File: src/rtl/operand_issue_pkg.sv
// Shared constants and types for the decode-side operand issuer:
// instruction format codes, the opcode/funct3 values the operand map
// depends on, and the immediate bundle produced by the immediate generator.
package operand_issue_pkg;

  // Instruction format codes carried on itype_i
  localparam logic [4:0] IT_RTYPE  = 5'd0;
  localparam logic [4:0] IT_ITYPE  = 5'd1;
  localparam logic [4:0] IT_LTYPE  = 5'd2;
  localparam logic [4:0] IT_STYPE  = 5'd3;
  localparam logic [4:0] IT_BTYPE  = 5'd4;
  localparam logic [4:0] IT_UTYPE  = 5'd5;
  localparam logic [4:0] IT_JRTYPE = 5'd6;

  // Opcodes that split the U format into LUI / AUIPC
  localparam logic [6:0] OP_LUI   = 7'b0110111;
  localparam logic [6:0] OP_AUIPC = 7'b0010111;

  // Shift-immediate funct3 values: b is the 5-bit shamt, not the I immediate
  localparam logic [2:0] F3_SLLI = 3'b001;
  localparam logic [2:0] F3_SRXI = 3'b101;

  // All immediates, already sign-extended to 32 bits
  typedef struct packed {
    logic [31:0] i;
    logic [31:0] s;
    logic [31:0] b;
    logic [31:0] u;
  } imm_t;

  // Formats whose pass operand is consumed by the ALU (store data, branch
  // offset, link address) and therefore get a readin_pass strobe
  function automatic logic itype_uses_pass(input logic [4:0] it);
    return (it == IT_STYPE) || (it == IT_BTYPE) || (it == IT_JRTYPE);
  endfunction

endpackage

File: src/rtl/operand_issue_imm_gen.sv
// Combinational immediate generator: instruction word -> I/S/B/U immediates,
// each sign-extended to 32 bits. Opcode bits are not part of any immediate.
module operand_issue_imm_gen
  import operand_issue_pkg::*;
(
  input  logic [31:0] i_ir,
  output imm_t        o_imm
);

  logic w_unused_opcode;

  // Field scatter for each format
  always_comb begin
    o_imm.i = {{20{i_ir[31]}}, i_ir[31:20]};
    o_imm.s = {{20{i_ir[31]}}, i_ir[31:25], i_ir[11:7]};
    o_imm.b = {{19{i_ir[31]}}, i_ir[31], i_ir[7], i_ir[30:25], i_ir[11:8], 1'b0};
    o_imm.u = {i_ir[31:12], 12'b0};
  end

  assign w_unused_opcode = ^i_ir[6:0];

endmodule

File: src/rtl/operand_issue.sv
// Decode-side ALU operand driver. On the entry edge into the decode stage it
// samples IR/format/PC, reads rs1/rs2 from the synchronous regfile, builds the
// a/b/pass operands, gives the ALU one setup cycle and then pulses the
// readin_* latch strobes for one cycle, followed by a done pulse.
//
// Build option: define ISSUE_FWD_EN to let a same-cycle writeback
// (wb_we_i/wb_rd_i/wb_data_i) override the regfile data during RD.
//
// Handshake: there is no backpressure. A start (stage_i entering DECODE_ST
// while idle) always runs to completion; readd_* are stable from the SETUP
// cycle onward, readin_* are high for exactly one cycle, and done_o/err_o
// are single-cycle pulses. Starts seen while busy are dropped.
module operand_issue
  import operand_issue_pkg::*;
#(
  parameter int         XLEN      = 32,
  parameter logic [2:0] DECODE_ST = 3'd2
) (
  input  logic            clk,
  input  logic            reset,
  input  logic [2:0]      stage_i,
  input  logic [31:0]     ir_i,
  input  logic [4:0]      itype_i,
  input  logic [XLEN-1:0] pc_i,
  output logic [4:0]      rs1_addr_o,
  output logic [4:0]      rs2_addr_o,
  input  logic [XLEN-1:0] rs1_data_i,
  input  logic [XLEN-1:0] rs2_data_i,
  input  logic            wb_we_i,
  input  logic [4:0]      wb_rd_i,
  input  logic [XLEN-1:0] wb_data_i,
  output logic [XLEN-1:0] readd_a_o,
  output logic [XLEN-1:0] readd_b_o,
  output logic [XLEN-1:0] readd_pass_o,
  output logic            readin_a_o,
  output logic            readin_b_o,
  output logic            readin_pass_o,
  output logic            busy_o,
  output logic            done_o,
  output logic            err_o,
  output logic [2:0]      dbg_state_o
);

  localparam logic [2:0] ST_IDLE   = 3'd0;
  localparam logic [2:0] ST_RD     = 3'd1;
  localparam logic [2:0] ST_SETUP  = 3'd2;
  localparam logic [2:0] ST_STROBE = 3'd3;
  localparam logic [2:0] ST_DONE   = 3'd4;

  logic [2:0]      r_state;
  logic [2:0]      r_stage;
  logic [31:0]     r_ir;
  logic [4:0]      r_itype;
  logic [XLEN-1:0] r_pc;
  logic [XLEN-1:0] r_a, r_b, r_pass;
  logic            r_rd_a, r_rd_b, r_rd_pass;
  logic            r_done, r_err;

  logic            w_start;
  logic [XLEN-1:0] w_rs1, w_rs2;
  logic [XLEN-1:0] w_a, w_b, w_pass;
  logic            w_known;
  imm_t            w_imm;

  operand_issue_imm_gen u_imm_gen (
    .i_ir  (r_ir),
    .o_imm (w_imm)
  );

  // Regfile addresses follow the live IR so the sync read lands in RD
  assign rs1_addr_o = ir_i[19:15];
  assign rs2_addr_o = ir_i[24:20];

  assign w_start = (stage_i == DECODE_ST) && (r_stage != DECODE_ST) && (r_state == ST_IDLE);

  // Source operand selection: optional writeback bypass, x0 always reads zero
  always_comb begin
    w_rs1 = rs1_data_i;
    w_rs2 = rs2_data_i;
`ifdef ISSUE_FWD_EN
    if (wb_we_i && (wb_rd_i != 5'd0) && (wb_rd_i == r_ir[19:15])) w_rs1 = wb_data_i;
    if (wb_we_i && (wb_rd_i != 5'd0) && (wb_rd_i == r_ir[24:20])) w_rs2 = wb_data_i;
`endif
    if (r_ir[19:15] == 5'd0) w_rs1 = '0;
    if (r_ir[24:20] == 5'd0) w_rs2 = '0;
  end

`ifndef ISSUE_FWD_EN
  logic w_unused_wb;
  assign w_unused_wb = ^{wb_we_i, wb_rd_i, wb_data_i};
`endif

  // Per-format operand map from the held instruction
  always_comb begin
    w_a     = '0;
    w_b     = '0;
    w_pass  = '0;
    w_known = 1'b1;
    case (r_itype)
      IT_RTYPE: begin
        w_a = w_rs1;
        w_b = w_rs2;
      end
      IT_ITYPE: begin
        w_a = w_rs1;
        if ((r_ir[14:12] == F3_SLLI) || (r_ir[14:12] == F3_SRXI)) w_b = {27'b0, r_ir[24:20]};
        else                                                    w_b = w_imm.i;
      end
      IT_LTYPE: begin
        w_a = w_rs1;
        w_b = w_imm.i;
      end
      IT_STYPE: begin
        w_a    = w_rs1;
        w_b    = w_imm.s;
        w_pass = w_rs2;
      end
      IT_BTYPE: begin
        w_a    = w_rs1;
        w_b    = w_rs2;
        w_pass = w_imm.b;
      end
      IT_UTYPE: begin
        if (r_ir[6:0] == OP_AUIPC) w_a = r_pc + w_imm.u;
        else                       w_a = w_imm.u;
      end
      IT_JRTYPE: begin
        w_a    = (w_rs1 + w_imm.i) & ~32'd1;
        w_pass = r_pc + 32'd4;
      end
      default: w_known = 1'b0;
    endcase
  end

  // Issue sequencer: IDLE -> RD -> SETUP -> STROBE -> DONE -> IDLE
  always_ff @(posedge clk or negedge reset) begin
    if (!reset) begin
      r_state   <= ST_IDLE;
      r_stage   <= '0;
      r_ir      <= '0;
      r_itype   <= '0;
      r_pc      <= '0;
      r_a       <= '0;
      r_b       <= '0;
      r_pass    <= '0;
      r_rd_a    <= 1'b0;
      r_rd_b    <= 1'b0;
      r_rd_pass <= 1'b0;
      r_done    <= 1'b0;
      r_err     <= 1'b0;
    end else begin
      r_stage <= stage_i;
      r_done  <= 1'b0;
      r_err   <= 1'b0;
      case (r_state)
        ST_IDLE: begin
          if (w_start) begin
            r_ir    <= ir_i;
            r_itype <= itype_i;
            r_pc    <= pc_i;
            r_state <= ST_RD;
          end
        end
        ST_RD: begin
          if (w_known) begin
            r_a     <= w_a;
            r_b     <= w_b;
            r_pass  <= w_pass;
            r_state <= ST_SETUP;
          end else begin
            r_err   <= 1'b1;
            r_state <= ST_IDLE;
          end
        end
        ST_SETUP: begin
          r_rd_a    <= 1'b1;
          r_rd_b    <= 1'b1;
          r_rd_pass <= itype_uses_pass(r_itype);
          r_state   <= ST_STROBE;
        end
        ST_STROBE: begin
          r_rd_a    <= 1'b0;
          r_rd_b    <= 1'b0;
          r_rd_pass <= 1'b0;
          r_done    <= 1'b1;
          r_state   <= ST_DONE;
        end
        ST_DONE: r_state <= ST_IDLE;
        default: r_state <= ST_IDLE;
      endcase
    end
  end

  assign readd_a_o     = r_a;
  assign readd_b_o     = r_b;
  assign readd_pass_o  = r_pass;
  assign readin_a_o    = r_rd_a;
  assign readin_b_o    = r_rd_b;
  assign readin_pass_o = r_rd_pass;
  assign busy_o        = (r_state != ST_IDLE);
  assign done_o        = r_done;
  assign err_o         = r_err;
  assign dbg_state_o   = r_state;

endmodule

File: config.mk
export PLATFORM = sky130hd
export DESIGN_NAME = operand_issue
export DESIGN_NICKNAME = d
export VERILOG_FILES = /design/src/rtl/operand_issue_pkg.sv /design/src/rtl/operand_issue_imm_gen.sv /design/src/rtl/operand_issue.sv
export SDC_FILE = /design/constraint.sdc
export NUM_CORES = 1
export LEC_CHECK = 0
export ABC_AREA = 1
export ABC_CLOCK_PERIOD_IN_PS = 3100
export BUFFER_PORTS_ARGS = -buffer_cell sky130_fd_sc_hd__buf_2
export CELL_PAD_IN_SITES_DETAIL_PLACEMENT = 0
export CELL_PAD_IN_SITES_GLOBAL_PLACEMENT = 1
export CORE_ASPECT_RATIO = 1.5
export CORE_MARGIN = 3
export CORE_UTILIZATION = 39
export CTS_CLUSTER_SIZE = 12
export DETAILED_ROUTE_END_ITERATION = 8
export GPL_TIMING_DRIVEN = 0
export HOLD_SLACK_MARGIN = 0.08
export PLACE_DENSITY = 0.85
export SLEW_MARGIN = 20
export SYNTH_ARGS = -nofsm -noshare
export SYNTH_HDL_FRONTEND = slang
export SYNTH_SLANG_ARGS = --single-unit
File: constraint.sdc
create_clock -name clk -period 3.1 [get_ports clk]
set_clock_uncertainty 0.2 [all_clocks]
set_input_delay 0.155 -clock clk [delete_from_list [all_inputs] [get_ports clk]]
set_output_delay 0.155 -clock clk [all_outputs]
set_load 0.01 [all_outputs]
# ---- Yosys cells after proc, flatten, opt, wreduce, memory -nomap -nowiden
# Cells that the tools add are included.
dict set report classes {
  n_addsub 3
  eq_ne 15
  muxes 16
  n_reduce_logical 16
}
# op n
set ops {}
lappend ops {{$pmux 32 s3} 2}
lappend ops {{$mux 32} 4}
lappend ops {{$pmux 32 s4} 1}
lappend ops {{$add 32x32->32} 2}
lappend ops {{$add 32x3->32 const B} 1}
lappend ops {{$eq 5x3->1 const B} 3}
lappend ops {{$logic_not 5->1} 3}
lappend ops {{$pmux 3 s4} 1}
lappend ops {{$eq 5x2->1 const B} 2}
lappend ops {{$eq 3x2->1 const B} 3}
lappend ops {{$eq 7x5->1 const B} 1}
lappend ops {{$reduce_or 7->1} 1}
lappend ops {{$eq 3x1->1 const B} 2}
lappend ops {{$eq 5x1->1 const B} 1}
lappend ops {{$reduce_or 5->1} 1}
lappend ops {{$mux 1} 4}
lappend ops {{$pmux 1 s2} 2}
lappend ops {{$reduce_and 2->1} 2}
lappend ops {{$eq 3x3->1 const B} 1}
lappend ops {{$logic_not 3->1} 1}
lappend ops {{$logic_or 1x1->1} 3}
lappend ops {{$mux 3} 1}
lappend ops {{$ne 3x2->1 const B} 1}
lappend ops {{$reduce_bool 3->1} 1}
lappend ops {{5 further kinds} 6}
dict set report totals {
  regBits 175
  in_bits 176
  output_inout_bits 115
  word_cells 62
}

# ---- Longest topological paths before layout
dict set report logic_depth {
  ltp_word 5
  ltp_mapped 21
  depth_no_buf 20
}

# ---- Modules after synthesis
# Synthesis repeated with hierarchy kept, for this count alone.
dict set report unflattened {
  hier_cells 2066
  hier_area_um2 14347.5
}
# module instances cells_per_inst area_per_inst_um2 seq_area_each_um2
set modules_own_cells {}
lappend modules_own_cells {operand_issue 1 1937 13382.8 4379.2}
lappend modules_own_cells {operand_issue_imm_gen 1 129 964.7 0.0}

# ---- Least setup slack after synthesis
# No wires, ideal clock.
dict set report synth_timing {
  path_kind {register -> register}
  from {register r_ir[16]}
  to {register r_a[30] (netlist: readd_a_o[30])}
  setup_time_ps 113
  arrival_ps 2476
  required_time_ps 2787
  path_slack_ps 312
  path_stages_with_launch 18
  path_buffers 1
  synth_period_minus_slack_ps 2788
  path_cell_list {dfrtp_1 nor2_1 nand3_2 clkbuf_1 nand2_1 inv_1 ha_1 nand2_1 o21ai_0 nor2_1 o21ai_0 nand2_1 o21ai_0 nand2_1 nand3_1 nand3_1 nand2_1 inv_1}
}
dict set report synth_via {
  elab_chain_cells 4
  word_cells_on_any_way 6
  cone_classes {add/sub (2); mux (3); reduce/logical (1)}
}
# element line_no
set synth_lines {}
lappend synth_lines {{start, declared} operand_issue.sv:52} ;# logic [31:0] r_ir;
lappend synth_lines {{start signal, assigned} operand_issue.sv:158} ;# r_ir <= ir_i;
lappend synth_lines {{$logic_not 5->1} operand_issue.sv:84} ;# if (r_ir[19:15] == 5'd0) w_rs1 = '0;
lappend synth_lines {{$mux 32} operand_issue.sv:84}
lappend synth_lines {{$add 32x32->32} operand_issue.sv:128} ;# w_a = (w_rs1 + w_imm.i) & ~32'd1;
lappend synth_lines {{$pmux 32 s3 (*)} operand_issue.sv:99} ;# case (r_itype)
lappend synth_lines {{end signal, assigned} operand_issue.sv:166} ;# r_a <= w_a;
lappend synth_lines {{end, declared} operand_issue.sv:55} ;# logic [XLEN-1:0] r_a, r_b, r_pass;
# Mark *: on every way between the ends. The rest lies on a longest branch, timed or not.
# A chain may end at the register's enable or synchronous reset.

# ---- Final worst setup path
dict set report layout_timing {
  from {register r_ir[19]}
  to {register r_a[26] (netlist: readd_a_o[26])}
}
# Same word-level chain as after synthesis.

==> out/results.txt <==
The clock period could shrink to 3070 ps. For this run, the leading register cell type out of synthesis is sky130_fd_sc_hd__dfrtp_1. After Yosys synthesis, full adders, half adders and majority gates account for 5.56% of the synthesized area. The clock reaches the later pin of the worst-skew pair after 470 ps. The tools report the synthesized instance count as 1661. The worst hold path belongs to the class in2reg. For the number of slew-limit violations in the final report, the log shows 0. The detail-routed via count per cell was 5.54; the arrival time reported for the critical path endpoint was 3260 ps.

In this run the most critical hold path is launched from rs1_data_i[24]. Setup violations remaining at the end of the flow were counted as 0. Counting every sink on the clock net gives 175. The synthesized design contains 0 enable-type register cells. TritonCTS built the clock tree. Relative to the synthesized area, the layout overhead comes to 43.5%. The final clock period utilization by the worst path is 99.1%.

The I/O pin count is 291, and the row count is 78. The tool flagged a number of max-cap violations equal to 0. The first global-routing pass estimated 82.7 mm of wire. In this run the vertical extent of the chip is 221 µm. Setup repair after global routing could not meet its margin everywhere. Leaving out fill and tap cells, the most frequent cells in the layout are sky130_fd_sc_hd__nand2_1 (315), sky130_fd_sc_hd__buf_2 (269), sky130_fd_sc_hd__dfrtp_1 (170). Share of final-layout standard cells stronger than drive strength 1: 28.8%. The slack of the worst reg-to-reg path was 30 ps; the final estimated routing congestion in global placement was 1.02.

In the synthesized netlist the async set-or-reset flop fraction comes to 100%. Port buffer count: 252. The final routed wire length divided by cell count is 22.7 µm.

The count of nets left with antenna violations once routing finished came out at 0. The first element of the critical path was r_ir[19]. After synthesis, flip-flops and latches occupy 36.6% of the total area. In this run the critical register-to-register path is launched from r_ir[19]. The path with the worst hold slack has its endpoint at readd_a_o[24]. The largest fanout on the critical path was 5.

On the worst path, the slowest cell contributes a delay of 440 ps. The global router's overall resource usage is 33.8%. Counting cells, the worst reg-to-reg path comes to 18. STA classifies the critical path startpoint as a flip-flop. Power spread over the standard cell area amounts to 1020 nW/µm².

For this run, the number of Yosys warnings is 0. The unique cell type count in the Yosys netlist is 48. For the maximum number of pins on one net before global-route repair, the log shows 68. The first routing iteration left 1301 violations.

Post-synthesis share of cell area spent on and, or, nand and nor gates: 27.5%. The slew at the pin with the worst max-slew slack was 1050 ps. The run gives 30300 µm² as the placeable core area.

The compound-cell area share of the yosys netlist came out at 18.4%. The clock passes through at most 2 buffers. The standby leakage power was 8.00 nW. At the placement stage, the worst setup path has a slack of -1280 ps. Across all setup checks in the final design, the least slack found is 26.9 ps.

Startpoint-to-endpoint class of the critical path: reg2reg. The design draws 17.5 mW. For the initial cell density of the core, the log shows 39.6%. The mapped netlist covers 12000 µm². The tools report the number of antenna violations at the first check in global routing as 0. The critical path goes through nor2_4, buf_6, buf_12, nand3_4, buf_8, nand2_1, inv_2, ha_4, nand2_8, nor2_4, inv_1, nor3_4, nand2_2, nand2_2, nand2_1, nand3b_1, nand3_1, a21oi_2. Of the total synthesized cell area, the portion taken by XOR and XNOR cells is 0.731%. Of the post-synthesis cell area, the part taken by muxes is 3.10%. IR analysis of the VDD net gives a maximum drop of 0.553 mV. The family of cells with the greatest summed delay on the critical path is simple AND/OR/NAND/NOR gates.

For the clock buffer count from CTS, the log shows 17. The slowest stage cell on the critical path was sky130_fd_sc_hd__dfrtp_2. The remaining design rule violation count was 0. The worst register-to-register path ends at readd_a_o[26].

The leftover overflow at the end of global routing came out at 0. Summing over every cut layer, the via total after detailed routing is 13966. At the end of the flow, the number of nets in the layout was 2337. The number of optimization iterations in the first detailed-route pass is 5, and the depth of the worst hold-timing path is 6. The die is 149 µm wide. Headroom to the max-slew limit came out at 30.3%. In this run the mean area of a mapped cell was 7.21 µm². Synthesis inferred 175 register bits. For the via count of the first global-routing pass, the log shows 13894. STA puts the critical path data required time at 3290 ps. The flow ran to the end, and the final reports show no timing, DRC or antenna violations. In this run the number of H-tree levels came out at 4. The die covers 32900 µm². For the overall routed net length, the log shows 57.4 mm.

The run gives 0 as the hold violation total from the final report. Timing would allow up to 0.325 GHz. Synthesis produced a netlist with a net count of 1889.

The cell chosen for the clock root is sky130_fd_sc_hd__clkbuf_16. The number of buffers and inverters on the critical path is 5. The library cell used most frequently in the layout, excluding fill and tap cells, is sky130_fd_sc_hd__nand2_1. After synthesis, the largest family of logic cells by area is simple AND/OR/NAND/NOR gates. The worst setup path is captured at a flip-flop. Clock-pin slew was measured on the worst setup and hold paths at 70 ps. Detailed placement ended at an HPWL of 43.6 mm.
[metrics by stage]
stage | hold WS [ps] | util (%) | std cells | setup TNS [ps] | area (µm²)
after floorplan | -341 | - | 1661 | 0 | 12000
after global placement | 74.4 | 45.4 | 2313 | -223020 | 13700
after detailed placement | -95.7 | 45.6 | 2315 | -16100 | 13800
after CTS | 84.2 | 54.5 | 2499 | -3.93 | 16500
after global routing | 126 | 56.8 | 2522 | -398 | 17200
final | 70.3 | 56.8 | 2523 | 0 | 17200
[worst max-delay path by stage]
stage,endpoint,cells past startpoint
floorplan,readd_a_o[30],17
global placement,readd_a_o[30],17
detailed placement,readd_a_o[30],17
CTS,readd_a_o[30],17
global route,readd_a_o[30],19
finish,readd_a_o[26],18
[kinds of logic (layout without fill, tap and decap cells)]
logic type / count (synthesis) / count (layout)
AOI/OAI and AO/OA: 398 / 398
xor gates and xnor gates: 10 / 10
adders and majority gates: 52 / 52
buffers and inverters: 236 / 696
DFF: 175 / 175
muxes: 33 / 33
other: 0 / 1
and+or+nand+nor: 757 / 758
[power breakdown]
group | leakage (nW) | total (mW) | internal (mW) | switching (mW)
Clock | 0.285 | 2.26 | 1.15 | 1.11
Combinational | 5.76 | 10.5 | 4.16 | 6.37
Sequential | 1.95 | 4.69 | 3.34 | 1.36
Total | 8.00 | 17.5 | 8.65 | 8.84
[final cells by class]
cell class                 count  area [µm²]
tap                          400         500
sequential                   175        4390
clock buffer                  17         425
fill                        2875       13100
antenna                        1        2.50
clock inverter                15         168
timing repair buffer         429        3070
buffer                        74         414
multi-input combinational   1251        7620
inverter                     161         604
[registers in the layout, indices dropped and copies added, names as in the netlist]
name / flops
readin_b_o: 1
r_itype: 5
readin_pass_o: 1
r_pc: 32
dbg_state_o: 3
r_stage: 3
err_o: 1
r_ir: 32
readd_pass_o: 32
readd_a_o: 32
readd_b_o: 32
done_o: 1
[layer usage]
| layer | GRT usage (%) | routed length (µm) | vias to the layer above |
|---|---|---|---|
| met1 | 34.3 | 19700 | 6562 |
| met5 | 0 | 0 | - |
| met3 | 5.72 | 3190 | 233 |
| li1 | - | - | 6534 |
| met2 | 61.8 | 29400 | 637 |
| met4 | 24.7 | 5060 | 0 |
[synthesized netlist by cell type, drive strengths merged (33+ instances only)]
master  count  area share (%)
nand2     359              11
dfrtp     175              37
nor2      172             5.6
a21oi     165             6.9
inv       159             5.0
nand3     130             5.6
o21ai     127             5.3
ha         50             5.2
a31oi      49             2.6
buf        39             2.0
clkbuf     36             1.1
mux2       33             3.1
[repair_timing]
item	CTS	global route
buffers inserted	14	24
resized for setup	139	133
pin swaps	24	41
cloned	4	0
endpoints found under the hold margin	280	0
hold buffers	134	0
endpoints found under the setup margin	34	22
[worst register-to-register path, stage by stage (launching register included)]
cell,delay [ps]
sky130_fd_sc_hd__dfrtp_2,440
sky130_fd_sc_hd__nor2_4,170
sky130_fd_sc_hd__buf_6,130
sky130_fd_sc_hd__buf_12,90
sky130_fd_sc_hd__nand3_4,150
sky130_fd_sc_hd__buf_8,190
sky130_fd_sc_hd__nand2_1,80
sky130_fd_sc_hd__inv_2,60
sky130_fd_sc_hd__ha_4,330
sky130_fd_sc_hd__nand2_8,90
sky130_fd_sc_hd__nor2_4,120
sky130_fd_sc_hd__inv_1,70
sky130_fd_sc_hd__nor3_4,230
sky130_fd_sc_hd__nand2_2,110
sky130_fd_sc_hd__nand2_2,90
sky130_fd_sc_hd__nand2_1,70
sky130_fd_sc_hd__nand3b_1,90
sky130_fd_sc_hd__nand3_1,100
sky130_fd_sc_hd__a21oi_2,190
Note: power is estimated with default switching activity, not from simulation.
